### src/rtl/spi_slave.sv
// SPI slave with SCLK/SS/MOSI synchronized into clk_i, runtime-selectable
// CPOL/CPHA, back-to-back words while selected and a single-word tx buffer.
module spi_slave #(
    parameter int WordLength = 8
) (
    input  logic                  clk_i,
    input  logic                  rst_i,
    input  logic [WordLength-1:0] din_i,
    input  logic                  load_i,
    input  logic                  cpol_i,
    input  logic                  cpha_i,
    input  logic                  sclk_i,
    input  logic                  ss_n_i,
    input  logic                  mosi_i,
    output logic                  miso_o,
    output logic                  miso_oe_o,
    output logic [WordLength-1:0] dout_o,
    output logic                  spi_done_tick_o,
    output logic                  ready_o
);

    localparam int CntW = (WordLength > 2) ? $clog2(WordLength) : 1;

    typedef enum logic {IDLE, XFER} state_t;

    state_t                state_q, state_d;
    logic [2:0]            sclk_sync_q, ss_sync_q;
    logic [1:0]            mosi_sync_q;
    logic                  cpol_q, cpol_d, cpha_q, cpha_d;
    logic                  skip_q, skip_d;
    logic [CntW-1:0]       cnt_q, cnt_d;
    logic [WordLength-1:0] txbuf_q, txbuf_d;
    logic [WordLength-1:0] tx_q, tx_d;
    logic [WordLength-1:0] rx_q, rx_d;
    logic [WordLength-1:0] dout_q, dout_d;
    logic                  done_q, done_d;

    logic                  sclk_s, sclk_edge, lead_edge, trail_edge;
    logic                  sample_edge, shift_edge, ss_fall, ss_rise, mosi_s;
    logic [WordLength-1:0] next_word;

    // Bit 1 is the synchronized level; bit 2 is the previous level for edge detection.
    always_ff @(posedge clk_i) begin
        if (rst_i) begin
            sclk_sync_q <= {3{cpol_i}};
            ss_sync_q   <= 3'b111;
            mosi_sync_q <= 2'b00;
        end else begin
            sclk_sync_q <= {sclk_sync_q[1:0], sclk_i};
            ss_sync_q   <= {ss_sync_q[1:0], ss_n_i};
            mosi_sync_q <= {mosi_sync_q[0], mosi_i};
        end
    end

    assign sclk_s      = sclk_sync_q[1];
    assign sclk_edge   = sclk_sync_q[1] ^ sclk_sync_q[2];
    assign lead_edge   = sclk_edge & (sclk_s != cpol_q);
    assign trail_edge  = sclk_edge & (sclk_s == cpol_q);
    assign sample_edge = cpha_q ? trail_edge : lead_edge;
    assign shift_edge  = cpha_q ? lead_edge : trail_edge;
    assign ss_fall     = ~ss_sync_q[1] & ss_sync_q[2];
    assign ss_rise     = ss_sync_q[1] & ~ss_sync_q[2];
    assign mosi_s      = mosi_sync_q[1];
    assign next_word   = load_i ? din_i : txbuf_q;

    always_comb begin
        state_d = state_q;
        cpol_d  = cpol_q;
        cpha_d  = cpha_q;
        skip_d  = skip_q;
        cnt_d   = cnt_q;
        txbuf_d = next_word;
        tx_d    = tx_q;
        rx_d    = rx_q;
        dout_d  = dout_q;
        done_d  = 1'b0;
        case (state_q)
            IDLE: begin
                if (ss_fall) begin
                    state_d = XFER;
                    cpol_d  = cpol_i;
                    cpha_d  = cpha_i;
                    skip_d  = cpha_i;
                    cnt_d   = '0;
                    rx_d    = '0;
                    tx_d    = next_word;
                end
            end
            XFER: begin
                if (ss_rise) begin
                    state_d = IDLE;
                    skip_d  = 1'b0;
                    cnt_d   = '0;
                    rx_d    = '0;
                end else if (sample_edge) begin
                    rx_d = {rx_q[WordLength-2:0], mosi_s};
                    if (cnt_q == CntW'(WordLength - 1)) begin
                        cnt_d  = '0;
                        dout_d = {rx_q[WordLength-2:0], mosi_s};
                        done_d = 1'b1;
                        tx_d   = next_word;
                        skip_d = 1'b1;
                    end else begin
                        cnt_d = cnt_q + 1'b1;
                    end
                end else if (shift_edge) begin
                    // The first shift edge of a word only presents its MSB; refreshing
                    // from the buffer here lets a load just after the done tick still
                    // reach the word that is about to start.
                    if (skip_q) begin
                        tx_d   = next_word;
                        skip_d = 1'b0;
                    end else begin
                        tx_d = {tx_q[WordLength-2:0], 1'b0};
                    end
                end
            end
            default: state_d = IDLE;
        endcase
    end

    always_ff @(posedge clk_i) begin
        if (rst_i) begin
            state_q <= IDLE;
            cpol_q  <= 1'b0;
            cpha_q  <= 1'b0;
            skip_q  <= 1'b0;
            cnt_q   <= '0;
            txbuf_q <= '0;
            tx_q    <= '0;
            rx_q    <= '0;
            dout_q  <= '0;
            done_q  <= 1'b0;
        end else begin
            state_q <= state_d;
            cpol_q  <= cpol_d;
            cpha_q  <= cpha_d;
            skip_q  <= skip_d;
            cnt_q   <= cnt_d;
            txbuf_q <= txbuf_d;
            tx_q    <= tx_d;
            rx_q    <= rx_d;
            dout_q  <= dout_d;
            done_q  <= done_d;
        end
    end

    assign miso_o          = (state_q == XFER) & tx_q[WordLength-1];
    assign miso_oe_o       = (state_q == XFER);
    assign ready_o         = (state_q == IDLE);
    assign dout_o          = dout_q;
    assign spi_done_tick_o = done_q;

endmodule

### config.mk
export PLATFORM = sky130hd
export DESIGN_NAME = spi_slave
export DESIGN_NICKNAME = d
export VERILOG_FILES = /design/src/rtl/spi_slave.sv
export SDC_FILE = /design/constraint.sdc
export NUM_CORES = 1
export LEC_CHECK = 0
export CAP_MARGIN = 5
export CORE_ASPECT_RATIO = 1.75
export CORE_MARGIN = 1
export CORE_UTILIZATION = 32
export DETAILED_ROUTE_END_ITERATION = 7
export HOLD_SLACK_MARGIN = 0.15
export PLACE_DENSITY = 0.56
export REMOVE_ABC_BUFFERS = 1
export SYNTH_ARGS = -nofsm -noshare
export SYNTH_HDL_FRONTEND = slang
export SYNTH_SLANG_ARGS = --single-unit
### constraint.sdc
create_clock -name clk_i -period 4.6 [get_ports clk_i]
set_input_delay 0.46 -clock clk_i [delete_from_list [all_inputs] [get_ports clk_i]]
set_output_delay 0.46 -clock clk_i [all_outputs]
set_load 0.05 [all_outputs]
==> metrics.md, run 1 <==
| Metric | Value |
|---|---|
| Least-Margin Pin Slew | a little under 600 ps |
| Critical Path RT | between 4000 and 5000 ps |
| Synth async-reset ratio | 0 |
| Post-layout util | 0.407 |
| Buffer levels on the longest clock path | 2 |
| Cell Chain, Critical Path | and2_1, clkdlybuf4s50_1 |
| Max Cap Violations | 0 |
| Largest net degree at the start of global routing | 42 |
| Final Hold Vio Count | 0 |
| Die W | a little under 60 um |
| Slew Viols, Final | 0 |
| Yosys cell types | 33 |
| Later-pin clock latency in the skew report | just under 300 ps |
| Top cells by count, synth | 47 x dfxtp_1, 21 x nor2_1, 17 x mux2i_1 |
| Syn Inst Count | 184 |
| Setup Viol. Count Final | 0 |
| Crit-path max FO | 11 |
| Post-Syn Area per Cell | roughly 9.9 um^2 |
| Relative slew slack | 0.610 |
| Sink Count | 47 |
| Drt initial violations | 24 |
| Final Critical Period | 2380 ps |
| Switch share | 0.237 |
| Clock transition at path regs | 80 ps |
| Drt drc | 0 |
| Detail Route Antenna Nets | 0 |
| Num CTS Buffers | 5 |
| RD Place Congestion | 0.756 |
| Psw | 179 uW |
| Final hold slack | 414 ps |
| CP Launch Type | flip-flop |
| Period Utilization, post-route | 0.517 |
| TritonRoute pass-1 iters | 4 |
| Clock Power Share | 0.334 |
| Worst r2r path cells | 5 |
| CP Capture Type | output pin |
| Synth warn | 0 |
| Vias in the first global route | 1282 |
| Kind of critical path | flip-flop to output pin |
| CP peak stage delay | 800 ps |
| ANT cells | 0 |
| GR Overflow Total | 0 |
| Setup_tns | 0 ps |
| HPWL after DPL | 2250 um |
| Register bit total from synthesis | 47 |
| Slowest library cell on the worst path | clkdlybuf4s50_1 |
| Synth-to-layout area growth | 23.3% |
| Die H | around 100 um |
| H-tree depth | 2 |
| Post-CTS Repair Setup Buffers | 0 |
| Seq pwr share | 0.565 |
| Rows | 36 |
| Die area | 0.00603 mm^2 |
| Share of cells above drive strength 1 | 0.0810 |
| Highest Clock Rate | about 420 MHz |
| Top cells by area, synth | dfxtp_1 51%, mux2i_1 9.3%, a22o_1 4.8% |
| Post-synth top area share | 0.514 |
| Most frequent cell after synthesis | dfxtp_1 |
| Logic pwr share | 0.100 |
| Netlist Area Pre-Place | 0.00183 mm^2 |
| Max VDD drop | 148 uV |
| Hold buffers post-CTS | 0 |
| Pwr/cell area | 335 mW/mm^2 |
| Post-synth EDFFs | 0 |
| Worst Skew | 6.78 ps |
| Main synth FF type | dfxtp_1 |
| Via density | roughly 4.7 |
| Largest area contributor in the netlist | dfxtp_1 |
| Global-route wire length before repair | 5600 um |
| Sequential fraction of the synthesis area | 0.514 |
| Routed wire per std cell | 11.3 um |
| Leak | between 0.9 and 1 nW |
| CTS Root Cell | clkbuf_8 |
| Starting density of the core | 0.330 |
| Overall power | approximately 760 uW |
| Initial antenna violation count | 0 |
| Vias | 1330 |
| Hold Crit Depth | 1 |
| PortBufs | 27 |
| Core ar. | 0.00554 mm^2 |
| Setup crit start | miso_oe_o |
| RSZ-0062 raised after global routing | false |
| Total track usage | 0.123 |
| R2r startpoint | miso_oe_o |
| CTS resizes | 0 |
| Fin nets | 228 |
| Outcome | complete, no violations |
| Hold/Removal Path Class | flip-flop to flip-flop |
| Power Internal | approximately 580 uW |
| TritonCTS clock tree | done |
| HP Start | ss_sync_q[0] |
| CP arrival | 1920 ps |
| Drt total wl | 3250 um |
| # IOs | 28 |
## sequential cells by signal (all words and copies together), names as in the netlist
| name | cells |
|---|---|
| miso_oe_o | 1 |
| mosi_sync_q | 2 |
| dout_o | 8 |
| tx_q | 8 |
| cnt_q | 3 |
| txbuf_q | 8 |
| ss_sync_q | 3 |
| skip_q | 1 |
| sclk_sync_q | 3 |
| cpha_q | 1 |
| spi_done_tick_o | 1 |
| rx_q | 7 |
| cpol_q | 1 |
## placed cells by master, fill, tap and decap left out, types with 3 or more instances in the layout
master and n:
a21oi_1 13, nand2b_1 4, o21ai_0 12, or2_2 3, nand2_1 12, nor2_1 21, clkbuf_8 6, clkdlybuf4s50_1 27
a22o_1 10, mux2i_1 17, inv_1 6, o211ai_1 7, dfxtp_1 47
## power groups by stage
stage	clock network (mW)	registers (mW)	logic, mW
2_1_floorplan	0	0.436	0.0431
3_3_place_gp	0	0.436	0.0764
3_5_place_dp	0	0.437	0.0765
4_1_cts	0.265	0.427	0.0771
5_1_grt	0.278	0.429	0.0856
6_report	0.253	0.427	0.0757
## cell type report
class                      instances  area, um^2
multi-input combinational        121         820
fill                             571        3290
timing repair buffer              29         285
sequential                        47         941
tap                               76        95.1
clock inverter                     1        8.76
inverter                           6        22.5
clock buffer                       6        82.6
## critical path: cells and delay by family, from the launching register on
family | cells | cell delay, ps
buffers and inverters | 1 | 800
AND/OR/NAND/NOR | 1 | 190
flip-flops | 1 | 630
## kinds of logic (layout without fill, tap and decap cells)
family	Yosys count	in the layout	synth area share
xor+xnor	2	2	0.0171
flops	47	47	0.514
mux	17	17	0.0930
buf+inv	16	42	0.0376
simple gates	51	51	0.135
compound gates	48	48	0.184
fa+ha+maj	3	3	0.0191
## final timing paths
path         slack [ps]           end
max                2220        miso_o
min                 410  ss_sync_q[1]
max reg2reg        2610     dout_o[6]
min reg2reg         410  ss_sync_q[1]
## through the flow
stage | setup WS [ps] | cell area [um^2] | cells
6_report | 2220 | 2250 | 286
5_1_grt | 2130 | 2250 | 286
4_1_cts | 2210 | 2250 | 286
3_5_place_dp | 2550 | 2160 | 279
3_3_place_gp | 2570 | 2160 | 279
2_1_floorplan | 2200 | 1780 | 174
## per-layer routing
layer / track usage / up-vias / part of all wire
met5: 0 / - / 0
met4: 0.0733 / 0 / 0.033
met3: 0.0354 / 10 / 0.045
met2: 0.220 / 26 / 0.52
met1: 0.122 / 607 / 0.40
li1: - / 687 / -
Note: power is estimated with default switching activity, not from simulation.
==> inputs of run 2 (changes only) <==
==> constraint.sdc (replaced) <==
create_clock -name clk_i -period 2.45 [get_ports clk_i]
set_input_delay 0.245 -clock clk_i [delete_from_list [all_inputs] [get_ports clk_i]]
set_output_delay 0.245 -clock clk_i [all_outputs]
set_load 0.05 [all_outputs]
==> metrics.md, run 2 (synthesis gave the netlist of run 1 again) <==
| Metric | Value |
|---|---|
| Outcome | complete, no violations |
| Largest net degree at the start of global routing | 24 (-43%) |
| Period Utilization, post-route | 0.890 |
| Max Cap Violations | 0 (unchanged) |
| Initial antenna violation count | 0 (unchanged) |
| Buf/Inv on CP | 2 (+1) |
| Fin nets | 230 (+0.88%) |
| CP Launch Type | flip-flop |
| Final Critical Period | 2180 ps |
| R2r setup slk | 560 ps (-2050 ps) |
| Worst Skew | 4.85 ps (-1.92 ps) |
| ANT cells | 0 (unchanged) |
| Hold Crit Depth | 1 (unchanged) |
| Sink Count | 47 (unchanged) |
| Most frequent cells in the layout | 47 x dfxtp_1, 27 x clkdlybuf4s50_1, 21 x nor2_1, 17 x mux2i_1, 13 x a21oi_1 |
| Die W | 59.2 um (unchanged) |
| RD Place Congestion | 0.792 (+4.7%) |
| Hold/Removal Path Class | flip-flop to flip-flop |
| GR Overflow Total | 0 (unchanged) |
| Drt initial violations | 37 (+54%) |
| R2r startpoint | miso_oe_o |
| Setup Viol. Count Final | 0 (unchanged) |
| Kind of critical path | flip-flop to output pin |
| Vias | 1361 (+2.3%) |
| CP arrival | 1940 ps (+20 ps) |
| H-tree depth | 2 (unchanged) |
| Vias in the first global route | 1339 (+4.4%) |
| Clock transition at path regs | 80 ps (about the same) |
| CP Capture Type | output pin |
| Highest Clock Rate | approximately 460 MHz |
| Buffer levels on the longest clock path | 2 (unchanged) |
| CTS Root Cell | clkbuf_8 |
| Least-Margin Pin Slew | 637 ps (+53.8 ps) |
| Final Hold Vio Count | 0 (unchanged) |
| Via density | 4.71 (+1.3%) |
| CP peak stage delay | 790 ps (about the same) |
| Critical R2R Capture | dout_o[7] |
| Drt total wl | 3490 um (+7.5%) |
| Crit-path max FO | 7 (-4) |
| Commonest non-fill, non-tap cell in the layout | dfxtp_1 |
| Largest delay share family, worst path | buffers and inverters |
| Core ar. | 0.00554 mm^2 (unchanged) |
| Detail Route Antenna Nets | 0 (unchanged) |
| Cell Chain, Critical Path | buf_4, and2_1, clkdlybuf4s50_1 |
| Later-pin clock latency in the skew report | 290 ps (about the same) |
| Slew Viols, Final | 0 (unchanged) |
| Synth-to-layout area growth | 23.5% |
| RSZ-0062 raised after global routing | false |
| Routed wire per std cell | 12.1 um (+6.4%) |
| Starting density of the core | 0.330 (unchanged) |
| Fill count | 579 (+1.4%) |
| HPWL after DPL | 2430 um (+7.9%) |
| Global-route wire length before repair | 5980 um (+6.8%) |
| Die area | 0.00603 mm^2 (unchanged) |
| Relative slew slack | 0.574 (-0.0359) |
| Overall power | 1.39 mW (+83%) |
| Hold buffers post-CTS | 0 (unchanged) |
| HP Start | ss_sync_q[0] |
| Drt drc | 0 (unchanged) |
| # IOs | 28 (unchanged) |
| Rows | 36 (unchanged) |
| Leak | 0.917 nW (+0.51%) |
| TritonCTS clock tree | done |
| TritonRoute pass-1 iters | 4 (unchanged) |
| Pwr/cell area | 613 mW/mm^2 (+83%) |
| PortBufs | 27 (unchanged) |
| Critical Path RT | 2200 ps (-1940 ps) |
| Num CTS Buffers | 5 (unchanged) |
| Total track usage | 0.129 (+0.00642) |
| Die H | 102 um (unchanged) |
| Slowest library cell on the worst path | clkdlybuf4s50_1 |
| Setup_tns | 0 ps (unchanged) |
| Worst Slack Setup Final | 270 ps (-1950 ps) |
| Hold EP | ss_sync_q[1] |
| Setup WS pre-CTS | 578 ps (-1970 ps) |
| Worst r2r path cells | 5 (unchanged) |
| CTS resizes | 0 (unchanged) |
| Max VDD drop | 408 uV (+180%) |
| Post-CTS Repair Setup Buffers | 0 (unchanged) |
| Share of cells above drive strength 1 | 0.0845 (+0.00355) |
-- run 2: cell types whose count changed in the layout (fill, tap and decap cells not counted) --
cell / previous run / this run
clkbuf_1: 0 / 2
clkinv_2: 0 / 1
buf_4: 2 / 4
inv_6: 1 / 0
clkbuf_8: 6 / 5
-- run 2: per-stage QoR --
step,cell area [um^2],util,hold WS [ps],cells
2_1_floorplan,1780,-,314,174
5_1_grt,2260,0.408,427,289
4_1_cts,2260,0.408,416,289
3_3_place_gp,2180,0.393,396,281
3_5_place_dp,2180,0.393,396,281
6_report,2260,0.408,413,289
-- run 2: worst reg2reg max path, stage by stage, from the launching register on --
cell and delay [ps]:
dfxtp_1 490, inv_1 170, a21oi_1 240, nand3_1 500, mux2i_1 330, nor2_1 50
-- run 2: final cells by class --
cell class / instances / area, um^2 / area share
sequential: 47 / 941 / 0.416
multi-input combinational: 121 / 820 / 0.363
timing repair buffer: 31 / 300 / 0.133
tap: 76 / 95.1 / 0.0421
clock buffer: 7 / 76.3 / 0.0338
inverter: 6 / 22.5 / 0.00997
clock inverter: 1 / 5.00 / 0.00221
-- run 2: worst max path at each step --
stage | startpoint | end | slack, ps | cells past startpoint
after floorplan | miso_oe_o | dout_o[0] | 50 | 5
after global placement | miso_oe_o | dout_o[0] | 610 | 5
after detailed placement | cpol_q | dout_o[7] | 580 | 5
after CTS | miso_oe_o | miso_o | 260 | 3
after global routing | miso_oe_o | miso_o | 230 | 3
final | miso_oe_o | miso_o | 270 | 3
-- run 2: where the power goes --
group,switching [mW],internal [mW]
clock network,0.237,0.200
registers,0.0123,0.788
logic,0.0786,0.0699
-- run 2: layer usage --
| layer | GRT usage | share of wire | vias up |
|---|---|---|---|
| met5 | 0 | 0 | - |
| met4 | 0.0659 | 0.031 | 0 |
| met3 | 0.0291 | 0.040 | 9 |
| met2 | 0.235 | 0.52 | 32 |
| met1 | 0.135 | 0.41 | 627 |
| li1 | - | - | 693 |
==> inputs of run 3 (changes only) <==
--- a/config.mk
+++ b/config.mk
@@ -11,7 +11,7 @@
 export CORE_UTILIZATION = 32
 export DETAILED_ROUTE_END_ITERATION = 7
 export HOLD_SLACK_MARGIN = 0.15
-export PLACE_DENSITY = 0.56
+export PLACE_DENSITY = 0.58
 export REMOVE_ABC_BUFFERS = 1
 export SYNTH_ARGS = -nofsm -noshare
 export SYNTH_HDL_FRONTEND = slang
==> constraint.sdc (replaced) <==
create_clock -name clk_i -period 1.9 [get_ports clk_i]
set_input_delay 0.19 -clock clk_i [delete_from_list [all_inputs] [get_ports clk_i]]
set_output_delay 0.19 -clock clk_i [all_outputs]
set_load 0.05 [all_outputs]
==> metrics.md, run 3 (synthesis gave the netlist of run 1 again) <==
| Metric | Value |
|---|---|
| Final Hold Vio Count | 0 (unchanged) |
| Hold buffers post-CTS | 0 (unchanged) |
| Num CTS Buffers | 5 (unchanged) |
| CP Launch Type | flip-flop |
| Sink Count | 47 (unchanged) |
| Worst Skew | 10.4 ps (+5.52 ps) |
| H-tree depth | 2 (unchanged) |
| Hold EP | ss_sync_q[1] |
| RD Place Congestion | 0.834 (+5.3%) |
| Seq pwr share | 0.494 (-0.083) |
| Initial antenna violation count | 0 (unchanged) |
| Placed cell areas | 0.00221 mm^2 (+1.6%) |
| HP Start | ss_sync_q[0] |
| Least-Margin Pin Slew | 505 ps (-132 ps) |
| Fill count | 570 (-1.6%) |
| # IOs | 28 (unchanged) |
| Routed wire per std cell | 11.8 um (-2.6%) |
| Drt initial violations | 21 (-43%) |
| Drt drc | 1 (+1) |
| Synth-to-layout area growth | 28.5% |
| Die area | 0.00603 mm^2 (unchanged) |
| Via density | 4.65 (-1.4%) |
| Overall power | 2.09 mW (+51%) |
| Switch share | 0.219 (-0.0177) |
| CP Capture Type | flip-flop |
| Period Utilization, post-route | 0.876 |
| Fin nets | 234 (+1.7%) |
| Outcome | complete, but fails checks |
| Buffer levels on the longest clock path | 2 (unchanged) |
| Clock transition at path regs | 90 ps (about the same) |
| Later-pin clock latency in the skew report | 310 ps (+20 ps) |
| PortBufs | 27 (unchanged) |
| Slew Viols, Final | 0 (unchanged) |
| Failing checks | design-rule violations |
| R2r setup slk | 230 ps (-330 ps) |
| Kind of critical path | flip-flop to flip-flop |
| Critical Path RT | 2150 ps (-50 ps) |
| Detail Route Antenna Nets | 0 (unchanged) |
| Pwr/cell area | 890 mW/mm^2 (+45%) |
| CTS Root Cell | clkbuf_8 |
| Max Cap Violations | 0 (unchanged) |
| Global-route wire length before repair | 6120 um (+2.4%) |
| Largest net degree at the start of global routing | 17 (-29%) |
| Hold Crit Depth | 1 (unchanged) |
| Register area | 941 um^2 (unchanged) |
| TritonCTS clock tree | done |
| Die W | 59.2 um (unchanged) |
| Core ar. | 0.00554 mm^2 (unchanged) |
| Clock Power Share | 0.413 (+0.098) |
| ANT cells | 0 (unchanged) |
| CP arrival | 1910 ps (-30 ps) |
| Commonest non-fill, non-tap cell in the layout | dfxtp_1 |
| Post-CTS Repair Setup Buffers | 0 (unchanged) |
| Max VDD drop | 484 uV (+19%) |
| Power Internal | 1.63 mW (+54%) |
| Post-layout util | 0.424 (+0.0163) |
| Worst r2r path cells | 6 (+1) |
| Hold/Removal Path Class | flip-flop to flip-flop |
| Highest Clock Rate | roughly 600 MHz |
| Setup WS pre-CTS | 247 ps (-332 ps) |
| Leak | 0.964 nW (+5.1%) |
| Relative slew slack | 0.662 (+0.0884) |
| R2r startpoint | cpol_q |
| Worst Slack Setup Final | 235 ps (-34.9 ps) |
| Finished Cell Area | 0.00235 mm^2 (+4.0%) |
| Total track usage | 0.134 (+0.00463) |
| Final Critical Period | 1670 ps |
| Setup Viol. Count Final | 0 (unchanged) |
| Rows | 36 (unchanged) |
| GR Overflow Total | 0 (unchanged) |
| HPWL after DPL | 2520 um (+3.8%) |
| RSZ-0062 raised after global routing | false |
| Vias in the first global route | 1428 (+6.6%) |
| Most frequent cells in the layout | 47 x dfxtp_1, 24 x clkdlybuf4s50_1, 21 x nor2_1, 17 x mux2i_1, 13 x a21oi_1 |
| Critical R2R Capture | rx_q[0] |
| Die H | 102 um (unchanged) |
| Starting density of the core | 0.330 (unchanged) |
| Drt total wl | 3450 um (-1.2%) |
| Logic pwr share | 0.094 (-0.013) |
| CTS resizes | 0 (unchanged) |
| Vias | 1361 (unchanged) |
| Psw | 458 uW (+40%) |
| Share of cells above drive strength 1 | 0.124 (+0.0399) |
| Crit-path max FO | 13 (+6) |
| Multi-input gate area in the final layout | 820 um^2 (unchanged) |
| TritonRoute pass-1 iters | 5 (+1) |
## run 3: cell types whose count changed in the layout (fill, tap and decap cells not counted)
| cell | before | now |
|---|---|---|
| buf_4 | 4 | 10 |
| clkdlybuf4s50_1 | 27 | 24 |
| bufinv_16 | 0 | 2 |
| clkbuf_1 | 2 | 0 |
| buf_12 | 0 | 1 |
| clkinv_2 | 1 | 0 |
| clkinvlp_4 | 0 | 1 |
## run 3: worst max path at each step
stage | start | endpoint | slack [ps] | cells after the start
after floorplan | miso_oe_o | dout_o[0] | -500 | 5
after global placement | cpha_q | rx_q[4] | 260 | 6
after detailed placement | cpol_q | rx_q[5] | 250 | 6
after CTS | cpha_q | rx_q[1] | 220 | 6
after global routing | cpha_q | cnt_q[2] | 130 | 6
final | cpol_q | rx_q[0] | 230 | 6
## run 3: worst max-delay path, stage by stage (launching register included)
cell and delay, ps:
dfxtp_1 380, xnor2_1 150, mux2i_1 100, buf_4 180
nand2b_4 150, a211oi_4 430, a22o_1 200
## run 3: metal layers
metal,track usage,up-vias,wire [um]
li1,-,701,-
met1,0.135,627,1450
met2,0.242,23,1760
met3,0.0329,10,131
met4,0.0788,0,108
met5,0,-,0
## run 3: final cells by class
class	count	area share
Timing Repair Buffer	35	0.143
Inverter	6	0.00958
Sequential cell	47	0.400
Clock inverter	3	0.0288
Clock buffer	5	0.0293
Multi-Input combinational cell	121	0.349
Tap cell	76	0.0405
## run 3: power by group through the flow
stage / combinational, mW / clock (mW) / sequential [mW]
after global placement: 0.196 / 0 / 1.06
final: 0.196 / 0.863 / 1.03
after floorplan: 0.104 / 0 / 1.06
after detailed placement: 0.198 / 0 / 1.06
after CTS: 0.198 / 0.892 / 1.03
after global routing: 0.217 / 0.924 / 1.04
## run 3: metrics by stage
stage          std cells  setup TNS (ps)  hold WS [ps]
3_3_place_gp         285               0           394
6_report             293               0           423
4_1_cts              293               0           420
5_1_grt              293               0           439
3_5_place_dp         285               0           398
2_1_floorplan        174           -6640           259
